## src/rtl/transmitter_packet_arbiter.sv

```systemverilog
//------------------------------------------------------------------------------
// transmitter_packet_arbiter
//
// Merges the DLLP and TLP framer byte streams onto one registered byte lane
// toward the physical layer. A packet, once granted, owns the lane until its
// last byte is acked. A framer that drops its request mid-packet gets IDLE_K
// bytes and an underrun pulse, but it keeps the grant. At least one IDLE_K
// byte always separates two packets.
//
// DLLPs normally win arbitration. After DLLP_BURST_MAX back-to-back DLLP
// grants taken while a TLP was waiting, the TLP wins once so it cannot starve.
//
// Optional feature: define TX_ARB_SKP_INSERT_EN to compile periodic SKP
// insertion. Every SKP_INTERVAL cycles a pair of SKP_K bytes is sent between
// packets. It is never sent inside a packet.
//
// Ports:
//   i_clk, i_arst_n              clock, async active-low reset
//   i_dllp_req/k_en/byte/last    DLLP framer byte stream
//   o_dllp_ack                   DLLP byte consumed this cycle (combinational)
//   i_tlp_req/k_en/byte/last     TLP framer byte stream
//   o_tlp_ack                    TLP byte consumed this cycle (combinational)
//   o_phys_packet_k_en/byte      registered lane output, 1 cycle after ack
//   o_grant                      01 DLLP, 10 TLP, 00 none
//   o_busy                       arbiter is not idle
//   o_underrun                   granted framer had no byte last cycle
//------------------------------------------------------------------------------
module transmitter_packet_arbiter #(
  parameter int unsigned DLLP_BURST_MAX = 4,
  parameter int unsigned SKP_INTERVAL   = 1024,
  parameter logic [7:0]  IDLE_K         = 8'hBC,
  parameter logic [7:0]  SKP_K          = 8'h1C
) (
  input  logic       i_clk,
  input  logic       i_arst_n,
  input  logic       i_dllp_req,
  input  logic       i_dllp_k_en,
  input  logic [7:0] i_dllp_byte,
  input  logic       i_dllp_last,
  output logic       o_dllp_ack,
  input  logic       i_tlp_req,
  input  logic       i_tlp_k_en,
  input  logic [7:0] i_tlp_byte,
  input  logic       i_tlp_last,
  output logic       o_tlp_ack,
  output logic       o_phys_packet_k_en,
  output logic [7:0] o_phys_packet_byte,
  output logic [1:0] o_grant,
  output logic       o_busy,
  output logic       o_underrun
);

  localparam logic [3:0] BURST_MAX = 4'(DLLP_BURST_MAX);

  // An out-of-range configuration elaborates this empty marker block. It
  // shows up by name in the elaborated hierarchy.
  if (DLLP_BURST_MAX == 0 || DLLP_BURST_MAX > 15 || SKP_INTERVAL < 16 ||
      SKP_INTERVAL > 65535 || SKP_K == IDLE_K) begin : g_bad_config
  end

`ifdef TX_ARB_SKP_INSERT_EN
  typedef enum logic [1:0] {S_IDLE, S_GNT_DLLP, S_GNT_TLP, S_SKP} state_e;
`else
  typedef enum logic [1:0] {S_IDLE, S_GNT_DLLP, S_GNT_TLP} state_e;
`endif

  state_e     state_q, state_d;
  logic [3:0] burst_q, burst_d;
  logic       phys_k_q, phys_k_d;
  logic [7:0] phys_byte_q, phys_byte_d;
  logic [1:0] grant_q, grant_d;
  logic       busy_q, busy_d;
  logic       underrun_q, underrun_d;
  logic       dllp_ack, tlp_ack, tlp_starved;

  // Reset release is brought into i_clk through two stages. The arbiter
  // grants nothing until the release has passed both stages.
  logic [1:0] rst_sync_q;
  logic       run;

  always_ff @(posedge i_clk or negedge i_arst_n) begin
    if (!i_arst_n) rst_sync_q <= 2'b00;
    else           rst_sync_q <= {rst_sync_q[0], 1'b1};
  end
  assign run = rst_sync_q[1];

`ifdef TX_ARB_SKP_INSERT_EN
  localparam logic [15:0] SKP_LAST = 16'(SKP_INTERVAL - 1);
  logic [15:0] skp_cnt_q, skp_cnt_d;
  logic        skp_pend_q, skp_pend_d;
  logic        skp_second_q, skp_second_d;
`endif

  always_comb begin
    state_d     = state_q;
    burst_d     = burst_q;
    phys_k_d    = 1'b1;
    phys_byte_d = IDLE_K;
    underrun_d  = 1'b0;
    dllp_ack    = 1'b0;
    tlp_ack     = 1'b0;
    tlp_starved = i_tlp_req && (burst_q == BURST_MAX);
`ifdef TX_ARB_SKP_INSERT_EN
    skp_cnt_d    = skp_cnt_q;
    skp_pend_d   = skp_pend_q;
    skp_second_d = 1'b0;
`endif

    case (state_q)
      S_IDLE: begin
        if (run) begin
`ifdef TX_ARB_SKP_INSERT_EN
          if (skp_pend_q) begin
            state_d = S_SKP;
          end else
`endif
          if (i_dllp_req && !tlp_starved) begin
            state_d = S_GNT_DLLP;
            // Only DLLP grants that jump ahead of a waiting TLP count
            // toward the burst limit.
            burst_d = i_tlp_req ? burst_q + 4'd1 : 4'd0;
          end else if (i_tlp_req) begin
            state_d = S_GNT_TLP;
            burst_d = 4'd0;
          end
        end
      end

      S_GNT_DLLP: begin
        if (i_dllp_req) begin
          dllp_ack    = 1'b1;
          phys_k_d    = i_dllp_k_en;
          phys_byte_d = i_dllp_byte;
          if (i_dllp_last) state_d = S_IDLE;
        end else begin
          underrun_d = 1'b1;
        end
      end

      S_GNT_TLP: begin
        if (i_tlp_req) begin
          tlp_ack     = 1'b1;
          phys_k_d    = i_tlp_k_en;
          phys_byte_d = i_tlp_byte;
          if (i_tlp_last) state_d = S_IDLE;
        end else begin
          underrun_d = 1'b1;
        end
      end

`ifdef TX_ARB_SKP_INSERT_EN
      S_SKP: begin
        phys_byte_d  = SKP_K;
        skp_second_d = !skp_second_q;
        if (skp_second_q) state_d = S_IDLE;
      end
`endif

      default: state_d = S_IDLE;
    endcase

`ifdef TX_ARB_SKP_INSERT_EN
    // The interval counter saturates at its last value and holds the pending
    // flag there. This keeps a deferred SKP alive through a long packet.
    if (state_q == S_IDLE && state_d == S_SKP) begin
      skp_cnt_d  = 16'd0;
      skp_pend_d = 1'b0;
    end else if (run) begin
      if (skp_cnt_q == SKP_LAST) skp_pend_d = 1'b1;
      else                       skp_cnt_d  = skp_cnt_q + 16'd1;
    end
`endif

    grant_d = 2'b00;
    if (state_d == S_GNT_DLLP)     grant_d = 2'b01;
    else if (state_d == S_GNT_TLP) grant_d = 2'b10;
    busy_d = (state_d != S_IDLE);
  end

  always_ff @(posedge i_clk or negedge i_arst_n) begin
    if (!i_arst_n) begin
      state_q     <= S_IDLE;
      burst_q     <= 4'd0;
      phys_k_q    <= 1'b1;
      phys_byte_q <= IDLE_K;
      grant_q     <= 2'b00;
      busy_q      <= 1'b0;
      underrun_q  <= 1'b0;
    end else begin
      state_q     <= state_d;
      burst_q     <= burst_d;
      phys_k_q    <= phys_k_d;
      phys_byte_q <= phys_byte_d;
      grant_q     <= grant_d;
      busy_q      <= busy_d;
      underrun_q  <= underrun_d;
    end
  end

`ifdef TX_ARB_SKP_INSERT_EN
  always_ff @(posedge i_clk or negedge i_arst_n) begin
    if (!i_arst_n) begin
      skp_cnt_q    <= 16'd0;
      skp_pend_q   <= 1'b0;
      skp_second_q <= 1'b0;
    end else begin
      skp_cnt_q    <= skp_cnt_d;
      skp_pend_q   <= skp_pend_d;
      skp_second_q <= skp_second_d;
    end
  end
`endif

  assign o_dllp_ack         = dllp_ack;
  assign o_tlp_ack          = tlp_ack;
  assign o_phys_packet_k_en = phys_k_q;
  assign o_phys_packet_byte = phys_byte_q;
  assign o_grant            = grant_q;
  assign o_busy             = busy_q;
  assign o_underrun         = underrun_q;

endmodule

```

## config.mk

```make
export PLATFORM = sky130hd
export DESIGN_NAME = transmitter_packet_arbiter
export DESIGN_NICKNAME = d
export VERILOG_FILES = /design/src/rtl/transmitter_packet_arbiter.sv
export SDC_FILE = /design/constraint.sdc
export NUM_CORES = 1
export LEC_CHECK = 0
export CAP_MARGIN = 20
export CORE_MARGIN = 8
export CORE_UTILIZATION = 38
export DETAILED_ROUTE_END_ITERATION = 8
export PLACE_DENSITY = 0.84
export SKIP_CTS_REPAIR_TIMING = 1
export SYNTH_ARGS = -nofsm -noshare
export SYNTH_HDL_FRONTEND = slang
export SYNTH_SLANG_ARGS = --single-unit
```

## constraint.sdc

```tcl
create_clock -name i_clk -period 1.63 [get_ports i_clk]
set_input_delay 0.2445 -clock i_clk [delete_from_list [all_inputs] [get_ports i_clk]]
set_output_delay 0.2445 -clock i_clk [all_outputs]
set_load 0.01 [all_outputs]
```

==> run summary <==
===========================================================================================
Worst vdd ir .................................................................      1010 µV
Req. time, crit path .........................................................      1860 ps
Std-Cell Core Area ...........................................................     2500 µm²
Power density over cell area .................................................  1500 nW/µm²
Area of all placed cells without fillers .....................................     1590 µm²
Share of synthesized area occupied by flip-flops and latches .................        0.528
Share of the clock period used by the worst path .............................         1.02
Delay of the slowest cell on the worst path ..................................       420 ps
Share of total power in sequential cells .....................................        0.329
Top library cells by usage in the layout, fill and taps aside ................ 31 x sky130_fd_sc_hd__clkdlybuf4s50_1, 15 x sky130_fd_sc_hd__dfrtp_1, 14 x sky130_fd_sc_hd__nand2_1, 14 x sky130_fd_sc_hd__buf_4
Hpwl dp ......................................................................      2.10 mm
Count of vias placed by the detailed router ..................................          912
Fmax .........................................................................    0.601 GHz
Placement row count ..........................................................           18
Failing checks ............................................................... setup timing
CTS root buffer .............................................................. sky130_fd_sc_hd__clkbuf_4
Routed length per instance ...................................................      15.3 µm
Count of buffers from port buffering .........................................           38
Initial antenna violation count ..............................................            0
Worst Setup End Kind .........................................................     register
Number of pins with negative max-slew slack in the final report ..............            0
Global-route wire length before repair .......................................      4.23 mm
Final number of hold-violating endpoints .....................................            0
Worst Setup Path Type ........................................................   reg -> reg
Most common cell after layout, fill and taps aside ........................... sky130_fd_sc_hd__clkdlybuf4s50_1
Status ....................................................................... finished, violations left
Mapped cell area .............................................................     1010 µm²
Yosys warns ..................................................................            0
Data arrival, critical path ..................................................      1900 ps
Leakage power ................................................................     0.703 nW
Worst-Skew Late Latency ......................................................       300 ps
Clock tree buffer depth ......................................................            2
Library cells used by synthesis ..............................................           30
Share of total power in the clock network ....................................        0.104
Synthesized area per cell ....................................................     10.7 µm²
Pin count of the biggest net entering global routing .........................           22
Tot GR Track Use .............................................................        0.118
Number of endpoints failing setup at the final stage .........................            1
Startpoint kind of the worst setup timing path ...............................     register
Detailed-route DRC error count ...............................................            0
Antenna fix cells ............................................................            0
Slowest library cell on the worst path ....................................... sky130_fd_sc_hd__or3b_4
Synth Register Bits ..........................................................           21
Area of the die ..............................................................     4560 µm²
CTS tree .....................................................................          yes
Total gr overflow ............................................................            0
Last weighted congestion value of the routability-driven placer ..............        0.757
Number of design-rule violations left by the first detailed-router iteration .           23
Combinational share of power .................................................        0.566
Final clock skew .............................................................     0.504 ps
Dpl cell area ................................................................     1520 µm²
Setup repair after global routing missed its margin ..........................         true
Max-cap check violation count ................................................            0
Die width ....................................................................      67.5 µm
Internal cell power ..........................................................      1.56 mW
Initial standard-cell utilization of the core ................................        0.404
Number of global-route vias before repair ....................................          882
Worst Path Max Fanout ........................................................            4
Gate count after technology mapping ..........................................           94
Post-Syn Nets ................................................................          124
Clock buffer count from CTS ..................................................            3
Worst slack at placement .....................................................      -337 ps
Clock-pin slew on the worst setup and hold paths .............................       110 ps
Final WS setup ...............................................................     -34.9 ps
Ratio of cells with drive above 1 in the final layout ........................        0.252
Critical-path cell list ...................................................... inv_1, ha_2, and4b_1, or3b_4, or3_1, o211ai_1
Remaining number of nets flagged by the antenna check after routing ..........            0
Area Overhead vs Synth .......................................................        57.4%
Net Switching ................................................................       825 µW
Level count of the clock H-tree ..............................................            1
Smallest hold slack ..........................................................       282 ps
I/O pin cnt ..................................................................           39
Height of the die ............................................................      67.5 µm
Total number of nets in the final design .....................................          178
Worst hold-check path type ...................................................  in -> async
Sink count of the clock tree .................................................           21
Final core area utilization ..................................................        0.636
First drt pass iteration count ...............................................            4
Switching share of total power ...............................................        0.346
Total wire length after detailed routing .....................................      2.71 mm
Routed via count divided by cell count .......................................         5.15
Final min period .............................................................      1660 ps
===========================================================================================
## power by group through the flow
stage               logic (mW)  registers [mW]  clock network, mW
global route              1.49           0.800              0.272
floorplan                0.583           0.869                  0
CTS                       1.31           0.785              0.256
finish                    1.35           0.785              0.249
global placement          1.25           0.790                  0
detailed placement        1.29           0.796                  0
## layer usage
layer	global-route usage	up-vias	part of all wire
li1	-	440	-
met4	0.0392	0	0.0077
met1	0.133	434	0.40
met2	0.208	34	0.50
met5	0	-	0
met3	0.0315	4	0.098
## worst max-delay path: cells and delay by family (launching register included)
family	cells	cell delay [ps]
and+or+nand+nor	3	920
DFF	1	360
adders and majority gates	1	180
AOI/OAI and AO/OA	1	80
buffers and inverters	1	50
## layout make-up
cell class	instances	area, µm²
fillers	203	911
flip-flops and latches	21	533
repair buffers	53	499
multi-input cells	62	465
well taps	30	37.5
inverters	7	26.3
clock buffers	3	22.5
clock inverters	1	5.00
## final timing paths
| check | from | to | slack (ps) | depth (start not counted) |
|---|---|---|---|---|
| setup / recovery | burst_q[0]$_DFFE_PN0P_ | burst_q[3]$_DFFE_PN0P_ | -30 | 6 |
| hold / removal | i_arst_n | o_grant[1]$_DFF_PN0_ | 280 | 2 |
| setup reg to reg | burst_q[0]$_DFFE_PN0P_ | burst_q[3]$_DFFE_PN0P_ | -30 | 6 |
| hold reg to reg | rst_sync_q[0]$_DFF_PN0_ | rst_sync_q[1]$_DFF_PN0_ | 360 | 0 |
| max in group asynchronous | i_arst_n | o_phys_packet_byte[5]$_DFF_PN1_ | 1080 | 2 |
| min in group i_clk | rst_sync_q[0]$_DFF_PN0_ | rst_sync_q[1]$_DFF_PN0_ | 360 | 0 |
## metrics by stage
step / total power, mW / cells / TNS, ps
after floorplan: 1.45 / 94 / -6.62
after global placement: 2.04 / 171 / -1030
after detailed placement: 2.09 / 171 / -1750
after CTS: 2.35 / 175 / -1120
after global routing: 2.57 / 177 / -109
final: 2.38 / 177 / -34.9
## flip-flops by register name, indices dropped and copies added (netlist names)
name,flops
o_phys_packet_k_en,1
o_underrun,1
state_q,2
rst_sync_q,2
burst_q,4
o_phys_packet_byte,8
o_busy,1
o_grant,2
## logic make-up after synthesis
| group | share of synthesized area |
|---|---|
| buf+inv | 0.0483 |
| compound gates | 0.185 |
| flops | 0.528 |
| simple gates | 0.161 |
| other cells | 0.00371 |
| fa+ha+maj | 0.0743 |
## cell usage after synthesis
| cell type | instances | area, µm² |
|---|---|---|
| sky130_fd_sc_hd__dfrtp_1 | 15 | 375 |
| sky130_fd_sc_hd__nand2_1 | 14 | 52.6 |
| sky130_fd_sc_hd__inv_1 | 7 | 26.3 |
| sky130_fd_sc_hd__a221o_1 | 6 | 60.1 |
| sky130_fd_sc_hd__dfstp_2 | 6 | 158 |
| sky130_fd_sc_hd__ha_1 | 6 | 75.1 |
| sky130_fd_sc_hd__a21boi_0 | 4 | 30.0 |
| sky130_fd_sc_hd__and2_1 | 4 | 25.0 |
| sky130_fd_sc_hd__nand3_1 | 4 | 20.0 |
| sky130_fd_sc_hd__clkbuf_1 | 3 | 11.3 |
| sky130_fd_sc_hd__o21ai_0 | 3 | 15.0 |
| sky130_fd_sc_hd__nand4_1 | 2 | 12.5 |
| sky130_fd_sc_hd__o211ai_1 | 2 | 15.0 |
| sky130_fd_sc_hd__o21bai_1 | 2 | 15.0 |
| sky130_fd_sc_hd__a21o_1 | 1 | 7.51 |
| sky130_fd_sc_hd__a21oi_1 | 1 | 5.00 |
| sky130_fd_sc_hd__a31oi_1 | 1 | 6.26 |
| sky130_fd_sc_hd__a41oi_1 | 1 | 8.76 |
| sky130_fd_sc_hd__and4b_1 | 1 | 10.0 |
| sky130_fd_sc_hd__buf_6 | 1 | 11.3 |
| sky130_fd_sc_hd__conb_1 | 1 | 3.75 |
| sky130_fd_sc_hd__nand4b_1 | 1 | 8.76 |
| sky130_fd_sc_hd__nor2_1 | 1 | 3.75 |
| sky130_fd_sc_hd__nor3_1 | 1 | 5.00 |
| sky130_fd_sc_hd__nor3b_1 | 1 | 7.51 |
| sky130_fd_sc_hd__o221ai_1 | 1 | 8.76 |
| sky130_fd_sc_hd__o22ai_1 | 1 | 6.26 |
| sky130_fd_sc_hd__o2bb2ai_1 | 1 | 8.76 |
| sky130_fd_sc_hd__or3_1 | 1 | 6.26 |
| sky130_fd_sc_hd__or3b_4 | 1 | 11.3 |
No activity file was read; power rests on OpenSTA's default activity.
==> patch 1: new RTL, config.mk and constraints unchanged <==
The 3 states of `state_e` get a one-hot encoding in 3 bits.
--- a/src/rtl/transmitter_packet_arbiter.sv
+++ b/src/rtl/transmitter_packet_arbiter.sv
@@ -61,7 +61,7 @@
 `ifdef TX_ARB_SKP_INSERT_EN
   typedef enum logic [1:0] {S_IDLE, S_GNT_DLLP, S_GNT_TLP, S_SKP} state_e;
 `else
-  typedef enum logic [1:0] {S_IDLE, S_GNT_DLLP, S_GNT_TLP} state_e;
+  typedef enum logic [2:0] {S_IDLE = 3'b001, S_GNT_DLLP = 3'b010, S_GNT_TLP = 3'b100} state_e;
 `endif
 
   state_e     state_q, state_d;
Check against the original RTL: same outputs for any inputs over 10 cycles, from zero or initial values and one cycle with i_arst_n low; not proved beyond that.
==> patch 1 against the unedited design <==
Sequential cell count rose by 1; area after synthesis rose by 0.99%; setup slack better by 78 ps; hold slack worse by 22 ps; critical path type is now reg -> out; final cell count decreased by 4.5%; synthesized cell count decreased by 4.3%; design area is 3.1% lower; routed wire length decreased by 0.22%.
Power is not compared: it rests on default switching activity, and its combinational part moved more than twofold at a synthesized area within 25%.
==> patch 1: results (changes against the unedited design) <==
* Status: finished clean (was complete, but fails checks)
* Yosys reg bits at 22 (was 21)
* CP arrival at 1340 ps (was 1900 ps)
* 1st-iter DRT viols at 30 (was 23)
* #MultiIn Comb at 61 (was 62)
* Place WS at -52.9 ps (was -337 ps)
* Vias in the first global route at 884 (was 882)
* Final core utilization at 61.1% (was 63.6%)
* Footprint of the multi-input gates at 435 um2 (was 465 um2)
* Avg WL per Cell at 16.0 um (was 15.3 um)
* Layout cells sized above 1 at 21.6% (was 25.2%)
* Nets at 166 (was 178)
* Logic inverters at 5 (was 7)
* Routed met3 length at 181 um (was 265 um)
* Synth top area cells: dfrtp_1, dfstp_2, o21ai_0 (was dfrtp_1, dfstp_2, ha_1)
* Syn Inst Count at 90 (was 94)
* Count of cell types in the netlist at 31 (was 30)
* Metal-1 WL at 1110 um (was 1080 um)
* Grt met3 use at 3.48% (was 3.15%)
* Setup Crit Path Kind: reg -> out (was reg -> reg)
* Placed Area at 1490 um2 (was 1520 um2)
* Global-route wire length before repair at 4290 um (was 4230 um)
* Seq/Total Area, Yosys at 54.8% (was 52.8%)
* Register area at 559 um2 (was 533 um2)
* Detailed Place HPWL at 2190 um (was 2100 um)
* Hold WS at 260 ps (was 282 ps)
* Crit path max-delay family: flip-flops (was simple AND/OR/NAND/NOR gates)
* Tot GR Track Use at 12.4% (was 11.8%)
* Via-to-Cell Ratio at 5.21 (was 5.15)
* Met2 Resource Use GR at 21.5% (was 20.8%)
* Met1 Usage GRT at 14.3% (was 13.3%)
* GPL Wtd Cong at 0.842 (was 0.757)
* Fillers at 210 (was 203)
## patch 1: how the worst max path moves through the flow
| stage | endpoint | slack [ps] | cells past startpoint |
|---|---|---|---|
| after global routing | o_dllp_ack | -10 | 3 |
| after CTS | o_dllp_ack | -310 | 3 |
| after floorplan | burst_q[1] | 290 | 3 |
| final | o_dllp_ack | 40 | 3 |
| after detailed placement | o_tlp_ack | -50 | 3 |
| after global placement | o_tlp_ack | -50 | 3 |
## patch 1: kinds of logic (layout without fill, tap and decap cells)
logic type      count (synthesis)  in the layout  share of synthesized area [%]
buf+inv                         7             56                           3.07
other cells                     1              1                          0.368
fa+ha+maj                       2              2                           2.45
mux                             1              1                          0.982
xor+xnor                        1              1                          0.859
flops                          22             22                           54.8
compound gates                 31             31                           19.4
simple gates                   25             25                           18.0
## patch 1: power by group
group	leakage, nW	switching (W)	internal (W)
logic	0.346	0.000151	0.000203
clock network	0.0210	0.000164	0.000137
registers	0.274	0.0000511	0.000622
==> patch 2: new RTL, same flow settings <==
Made on the original files. The option `TX_ARB_SKP_INSERT_EN` is turned on by a define.
--- a/src/rtl/transmitter_packet_arbiter.sv
+++ b/src/rtl/transmitter_packet_arbiter.sv
@@ -25,6 +25,8 @@
 //   o_busy                       arbiter is not idle
 //   o_underrun                   granted framer had no byte last cycle
 //------------------------------------------------------------------------------
+`define TX_ARB_SKP_INSERT_EN
+
 module transmitter_packet_arbiter #(
   parameter int unsigned DLLP_BURST_MAX = 4,
   parameter int unsigned SKP_INTERVAL   = 1024,
Check against the original RTL: same outputs for any inputs over 10 cycles, from zero or initial values and one cycle with i_arst_n low; that may be too few to reach the edited logic, so the function may still have changed.
==> patch 2 against the unedited design <==
The run still ends with negative setup slack left; design area up 98%; largest cell class is now multi-input combinational cells; critical path type unchanged; routed wire length increased by 120%; combinational power increased by 140%; setup slack worse by 77 ps; critical path depth did not move; area after synthesis up 100%; sequential cell count is 18 higher; non-clock buffer count up 26; total power is 130% higher.
==> patch 2: results (changes against the unedited design) <==
* Status: complete, but fails checks (unchanged)
* Failing checks: negative setup slack (unchanged)
* Worst hold path type: reg -> reg (was in -> async)
* Synth top cells by count: dfrtp_1, nand2_1, a21oi_1 (was dfrtp_1, nand2_1, inv_1)
* Gate power share at 57.4% (was 56.6%)
* Routed met3 length at 277 um (was 265 um)
* P_leak at 1.30 nW (was 0.703 nW)
* Syn Nets at 240 (was 124)
* Hold WS at 356 ps (was 282 ps)
* WL met2 at 3210 um (was 1350 um)
* Layout area overhead at 53.5% (was 57.4%)
* Crit path max-delay family: flip-flops (was simple AND/OR/NAND/NOR gates)
* Seq power at 0.00164 W (was 0.000785 W)
* Final setup violating endpoints at 21 (was 1)
* Global-route wire length before repair at 7890 um (was 4230 um)
* Comb power at 0.00320 W (was 0.00135 W)
* Clk slew on worst S/H paths at 80 ps (was 110 ps)
* Yosys reg bits at 39 (was 21)
* Depth of the CTS H-tree at 2 (was 1)
* Cell internal pwr at 0.00337 W (was 0.00156 W)
* GPL Wtd Cong at 0.827 (was 0.757)
* Worst Setup EP: skp_cnt_q[1] (was burst_q[3])
* Fin Setup TNS at -1480 ps (was -34.9 ps)
* Width of the die at 89.4 um (was 67.5 um)
* Met2 Resource Use GR at 23.5% (was 20.8%)
* Via-to-Cell Ratio at 5.24 (was 5.15)
* Metal-1 WL at 2310 um (was 1080 um)
* Vias at 1,864 (was 912)
* Top cell category: multi-input combinational cells (was registers)
* Clk tree area frac at 3.31% (was 1.73%)
* Multi-input combinational area share at 37.2% (was 29.3%)
* Clock Buffer Count at 7 (was 3)
* Tot GR Track Use at 12.9% (was 11.8%)
* Final worst slack at -112 ps (was -34.9 ps)
* Total CTS buffers at 5 (was 3)
* Largest register FFs at 16 (was 8)
* Synth top area cells: dfrtp_1, dfstp_2, a21oi_1 (was dfrtp_1, dfstp_2, ha_1)
* Avg WL per Cell at 16.8 um (was 15.3 um)
* Layout cells sized above 1 at 36.0% (was 25.2%)
* #MultiIn Comb at 148 (was 62)
* CP arrival at 1930 ps (was 1900 ps)
* Met1 Usage GRT at 13.8% (was 13.3%)
* Worst setup startpoint: skp_cnt_q[1] (was burst_q[0])
* 1st-iter DRT viols at 165 (was 23)
* Critical Path Max Stage Delay at 440 ps (was 420 ps)
* Fillers at 415 (was 203)
* Seq/Total Area, Yosys at 48.1% (was 52.8%)
* Place WS at -258 ps (was -337 ps)
* Syn Inst Count at 208 (was 94)
* Drt first pass iters at 5 (was 4)
* Placed Area at 2800 um2 (was 1520 um2)
* Max VDD drop at 0.731 mV (was 1.01 mV)
## patch 2: cell types whose count changed in the layout (fill, tap and decap cells not counted), moves of 6 or more
cell      delta
a21oi_2     +10
a21oi_1     +11
buf_4       +17
xnor2_1      +8
clkbuf_8     +7
nor2_1      +10
dfrtp_1     +16
buf_6        +6
o21ai_0      +6
nand2_1     +10
nand3_1      +7
## patch 2: logic make-up (layout without fill, tap and decap cells)
| logic type | after synthesis | after routing | synth area share, % |
|---|---|---|---|
| simple gates | 76 | 76 | 19.8 |
| compound gates | 49 | 49 | 16.2 |
| flops | 39 | 39 | 48.1 |
| buf+inv | 21 | 99 | 4.65 |
| xor+xnor | 12 | 12 | 5.14 |
| fa+ha+maj | 8 | 8 | 4.90 |
| mux | 2 | 2 | 0.979 |
| other cells | 1 | 1 | 0.183 |
## patch 2: worst register-to-register path: stages, from the launching register on
cell and delay [ps]:
dfrtp_1 440, ha_1 220, and2_2 250, nand4_4 140, o31ai_4 270, mux2i_2 280
a21oi_2 50
